[src/rtl/mux_n_pipe.sv]
// mux_n_pipe: N-input word selector feeding a 2-entry elastic output buffer with error counting
module mux_n_pipe #(
  parameter int WIDTH = 32,
  parameter int NUM_IN = 4,
  parameter int SEL_W = 2,
  parameter logic [WIDTH-1:0] DEFAULT_VAL = '0,
  parameter int CNT_W = 8
) (
  input  logic                    clk,
  input  logic                    rst_n,
  input  logic [NUM_IN*WIDTH-1:0] in_bus,
  input  logic [SEL_W-1:0]        sel,
  input  logic                    in_valid,
  output logic                    in_ready,
  output logic [WIDTH-1:0]        out_data,
  output logic [SEL_W-1:0]        out_sel,
  output logic                    out_err,
  output logic                    out_valid,
  input  logic                    out_ready,
  output logic [CNT_W-1:0]        err_cnt,
  input  logic                    clr_cnt
);
  localparam int PW = (2**SEL_W)*WIDTH;
  localparam logic [SEL_W:0] NIN = NUM_IN[SEL_W:0];
  typedef enum logic [1:0] {EMPTY = 2'b00, ONE = 2'b10, TWO = 2'b11} state_t;
  state_t state_q, state_d;
  logic [PW-1:0] bus_pad;
  logic [WIDTH-1:0] beat_data, skid_data;
  logic [SEL_W-1:0] skid_sel;
  logic skid_err, hit, acc, dlv, load_main, from_skid, load_skid;
  // zero-padding to a full power-of-two bus keeps every select index in range
  assign bus_pad = PW'(in_bus);
  assign hit = {1'b0, sel} < NIN;
  assign beat_data = hit ? bus_pad[sel*WIDTH +: WIDTH] : DEFAULT_VAL;
  assign acc = in_valid & in_ready;
  assign dlv = out_valid & out_ready;
  assign out_valid = state_q[1];
  always_comb begin
    state_d = state_q;
    load_main = 1'b0;
    from_skid = 1'b0;
    load_skid = 1'b0;
    case (state_q)
      EMPTY: begin
        state_d = acc ? ONE : EMPTY;
        load_main = acc;
      end
      ONE: begin
        state_d = acc ? (dlv ? ONE : TWO) : (dlv ? EMPTY : ONE);
        load_main = acc & dlv;
        load_skid = acc & ~dlv;
      end
      TWO: begin
        state_d = dlv ? ONE : TWO;
        load_main = dlv;
        from_skid = 1'b1;
      end
      default: state_d = EMPTY;
    endcase
  end
  always_ff @(posedge clk or negedge rst_n) begin
    if (!rst_n) begin
      state_q <= EMPTY;
      in_ready <= 1'b1;
      out_data <= '0;
      out_sel <= '0;
      out_err <= 1'b0;
      skid_data <= '0;
      skid_sel <= '0;
      skid_err <= 1'b0;
      err_cnt <= '0;
    end else begin
      state_q <= state_d;
      in_ready <= state_d != TWO;
      if (load_main)
        {out_err, out_sel, out_data} <= from_skid ? {skid_err, skid_sel, skid_data} : {~hit, sel, beat_data};
      if (load_skid)
        {skid_err, skid_sel, skid_data} <= {~hit, sel, beat_data};
      if (clr_cnt)
        err_cnt <= '0;
      else if (acc && !hit && err_cnt != '1)
        err_cnt <= err_cnt + 1'b1;
    end
  end
endmodule

[config.mk]
export PLATFORM = sky130hd
export DESIGN_NAME = mux_n_pipe
export DESIGN_NICKNAME = d
export VERILOG_FILES = /design/src/rtl/mux_n_pipe.sv
export SDC_FILE = /design/constraint.sdc
export NUM_CORES = 1
export LEC_CHECK = 0
export CELL_PAD_IN_SITES_DETAIL_PLACEMENT = 1
export CELL_PAD_IN_SITES_GLOBAL_PLACEMENT = 2
export CORE_ASPECT_RATIO = 1.75
export CORE_MARGIN = 5
export CORE_UTILIZATION = 29
export CTS_CLUSTER_SIZE = 14
export DETAILED_ROUTE_END_ITERATION = 16
export GPL_TIMING_DRIVEN = 0
export PLACE_DENSITY = 0.93
export SETUP_SLACK_MARGIN = 0.3
export SYNTH_ARGS = -nofsm -noshare
export SYNTH_HDL_FRONTEND = slang
export SYNTH_SLANG_ARGS = --single-unit
export TNS_END_PERCENT = 50
[constraint.sdc]
create_clock -name clk -period 4.1 [get_ports clk]
set_input_delay 0.615 -clock clk [delete_from_list [all_inputs] [get_ports clk]]
set_output_delay 0.615 -clock clk [all_outputs]
set_load 0.02 [all_outputs]
[After elaboration in Yosys (flattened, before gate mapping)]
Index checks and enable logic that the tools add are counted.
Storage, ports and cells
  register bits: 72
  input port bits: 135
  output and inout port bits: 45
  logic and storage cells: 26
Cells by class
  eq/ne operators: 3
  shifts and indexed selects: 1
  mux-type cells: 9
  bitwise gates (word level): 5
  reduce and logical (&&, ||, !) cells: 1
Operator list (number)
  variable part select 128 x 8 -> 32 bit: 1
  2-to-1 mux 34 bit: 1
  2-to-1 mux 2 bit: 3
  one-hot mux 2 bit (3 select lines): 1
  bitwise AND 1 bit: 4
  equality test 2 bit (second input constant): 2
  2-to-1 mux 1 bit: 3
  one-hot mux 1 bit (3 select lines): 1
  logical NOT 2 bit: 1
  inequality test 2 bit (second input constant): 1
  inverter 1 bit: 1

[Longest topological paths before layout]
  word-level depth: 5
  mapped depth: 5
  mapped depth without buffers: 3

[Worst setup path before layout]
Ideal clock, no wire load.
  path type: input -> register
  from: input sel[1]
  to: register out_data[0]
  setup time: 0.126 ns
  arrival: 1.759 ns
  required time: 3.974 ns
  slack: 2.215 ns
  stages on the path: 4
  buffers on the path: 2
  cell sequence: buf_2 clkbuf_1 mux4_2 a221o_1
On the way
  word-level cells in the longest chain between the ends: 2
Ends and longest elaborated chain
  from (decl): line 12  | input logic [SEL_W-1:0] sel,
  variable part select 128 x 8 -> 32 bit: line 34  | assign beat_data = hit ? bus_pad[sel*WIDTH +: WIDTH] : DEFAULT_VAL;
  2-to-1 mux 34 bit: line 76  | {out_err, out_sel, out_data} <= from_skid ? {skid_err, skid_sel, skid_data} : {~hit, sel, beat_data};
  to (signal assigned): line 76
  to (decl): line 15  | output logic [WIDTH-1:0] out_data,
No other way between the ends.
A chain may end at the register's enable or synchronous reset.

[Worst setup path in the final report]
  from: input out_ready
  to: register out_data[2]
On the way
  word-level cells in the longest chain between the ends: 3
Ends and longest elaborated chain
  from (decl): line 19  | input logic out_ready,
  bitwise AND 1 bit *: line 36  | assign dlv = out_valid & out_ready;
  bitwise AND 1 bit: line 50  | load_main = acc & dlv;
  one-hot mux 1 bit (3 select lines) *: line 43  | case (state_q)
Mark *: on every way between the ends. The rest lies on a longest branch, timed or not.

==> impl_metrics.ini <==
[status]
outcome = finished clean

[power_and_ir_drop]
seqPwrFrac = 0.363
leakage_nw = 2.477
powerDensity_nw_per_um2 = 491.5
p_int_mw = 2.142
p_clk_frac = 0.300
p_total_mw = 3.018
switchingPower_uw = 876.2
ir_drop_mv = 0.2108
switching_share = 0.2903
p_comb_frac = 0.338

[global_routing]
met3_usage = 0.03858
top_usage_layer = met2
grt_pass1_vias = 3806
grt_use_met1 = 0.1694
track_usage = 0.1637
antenna_found_initial = 0
gr-total-overflow = 0
grtUsageMet2 = 0.3161
grt_pass1_wl_um = 20450
grt_max_degree = 72

[synth]
synthMuxAreaShare = 0.3001
synth_edf_count = 0
synth.avg_cell_area_um2 = 15.15
synth_compound_area_frac = 0.08777
synth_top_family_by_area = multiplexers
syn_inst = 256
synth.distinct_cells = 22
yosys-top-cells-area = dfrtp_1 (45%), mux4_2 (16%), mux2_2 (11%), a221o_1 (8.3%), and4_1 (7.2%)
synth_fa_ha_area_frac = 0
synth-xor-area-share = 0
seq_area_frac_synth = 0.4585
yosysWarnings = 0
synth_ff_type = dfrtp_1
synth_top_area_share = 0.4518
ys_ff_latch = 71
synth_most_common_cell = dfrtp_1
ys_top_cells_by_count = dfrtp_1 (70), mux2_2 (38), a221o_1 (32), and4_1 (32), mux4_2 (28)
synth_simple_gate_area_frac = 0.08616
synthArstFlopShare = 1.000
synth_largest_area_cell = dfrtp_1
netlist_area_um2 = 3877

[finish]
final_util = 0.4637
n_fill_cell = 1356
nNetsFinal = 577
syn_to_final_growth_pct = 58.37
layout-drive-gt1-share = 0.2483
final_cell_area_um2 = 6141
diodes = 0

[timing]
layout_min_cycle_time_ns = 2.229
slew_viol_final = 0
tightest_slew_ns = 0.9179
slew_headroom = 0.3881
tns_ns = 0
final_hold_viol_count = 0
rsz0062_at_grt = false
timing.final.crit_share = 0.5436
finalSetupViolations = 0
clock.fmax_ghz = 0.4487
finClkSkew_ns = 0.003795

[worst_setup_path]
reg2reg_depth = 4
cp-end-kind = flip-flop
cp.arrival_ns = 2.49
path_class = input port to flip-flop
cp_max_fo = 10
required_ns = 4.36
start_kind = input port

[routing]
antenna_left = 0
firstDrtPassIters = 4
avgRoutedWirePerCell_um = 20.90
routed_wl_um = 12980
via_count = 3191
drt_iter0_drc = 94
route.detailed.drc = 0
drt-vias-per-instance = 5.138

[floorplan]
io_pins = 180
die_x_um = 97.41
initial_core_util = 0.2928
rows = 56
dieHeight_um = 163.0
die_area_um2 = 15870
core_area_um2 = 13240

[clock_network]
holdBufCountCts = 0
clk_latency_ns = 0.32
post_cts_buffers = 0
cts_made_buffers = 9
clockBufferDepth = 2
cts_tree = done
numClockSinks = 71
ctsResizeCount = 0
cts_htree_levels = 3
root_buffer = clkbuf_16
clkTransAtPathRegs_ns = 0.06

[placement]
portBuffers = 167
dp_hpwl_um = 10180
place_area_um2 = 5794
place_congestion = 0.7056

[min_path]
min_path_type = input port to asynchronous set/reset pin

[run]
maxCapViolations = 0
-- area by class of cell --
class,instances,area (um^2),area share
inverters,2,7.507,0.001222
clock buffers,10,239.0,0.03892
repair buffers,167,1669,0.2718
clock inverters,6,107.6,0.01752
flip-flops and latches,71,1778,0.2895
multi-input cells,154,1872,0.3048
plain buffers,37,250.2,0.04075
well taps,174,217.7,0.03545
-- final timing paths --
path | from | end | slack [ns]
max in group asynchronous | rst_n | out_data[29] | 3.08
min reg2reg | out_sel[0] | out_sel[0] | 0.51
min | rst_n | state_q[0] | 0.42
max | out_ready | out_data[2] | 1.87
min in group clk | out_sel[0] | out_sel[0] | 0.51
max reg2reg | state_q[1] | out_data[2] | 2.20
-- power by group through the flow --
stage	Combinational [mW]	Clock, mW	Sequential [mW]
2_1_floorplan	0.413	0	1.20
3_3_place_gp	0.999	0	1.08
3_5_place_dp	1.04	0	1.11
4_1_cts	1.04	0.926	1.09
5_1_grt	1.09	0.958	1.13
6_report	1.02	0.905	1.09
-- cells in the final DEF (no fill, tap or decap), drive strengths merged, types with 3 or more instances in the layout --
master	instances
clkdlybuf4s50	166
dfrtp	70
mux2	38
and4	32
a221o	32
mux4	32
buf	26
clkbuf	22
conb	9
bufinv	3
-- metrics by stage --
step | hold WS, ns | cells | setup slack (ns)
after floorplan | 0.3194 | 264 | 2.215
after CTS | 0.4595 | 621 | 1.781
after global placement | 0.4823 | 605 | 0.1389
final | 0.4162 | 621 | 1.871
after detailed placement | 0.4919 | 605 | 1.457
after global routing | 0.5008 | 621 | 1.741
-- critical path: stages --
cell             delay, ns
clkdlybuf4s50_1       0.65
nor2b_1               0.13
nor3_1                0.51
buf_2                 0.37
a221o_1               0.20
-- routing by layer --
layer	wire length [um]	share of wire
met1	4552	0.35
met2	7541	0.58
met3	652	0.050
met4	234	0.018
met5	0	0
-- registers in the layout (all words and copies together), names as in the netlist --
register   count
skid_data     32
out_data      32
state_q        2
in_ready       1
out_sel        2
skid_sel       2
-- cells by family (layout without fill, tap and decap cells) --
logic type,Yosys count,after routing
buffers and inverters,39,222
other,1,9
DFF,71,71
and+or+nand+nor,40,40
AOI/OAI and AO/OA,35,35
muxes,70,70
Note: power is estimated with default switching activity, not from simulation.
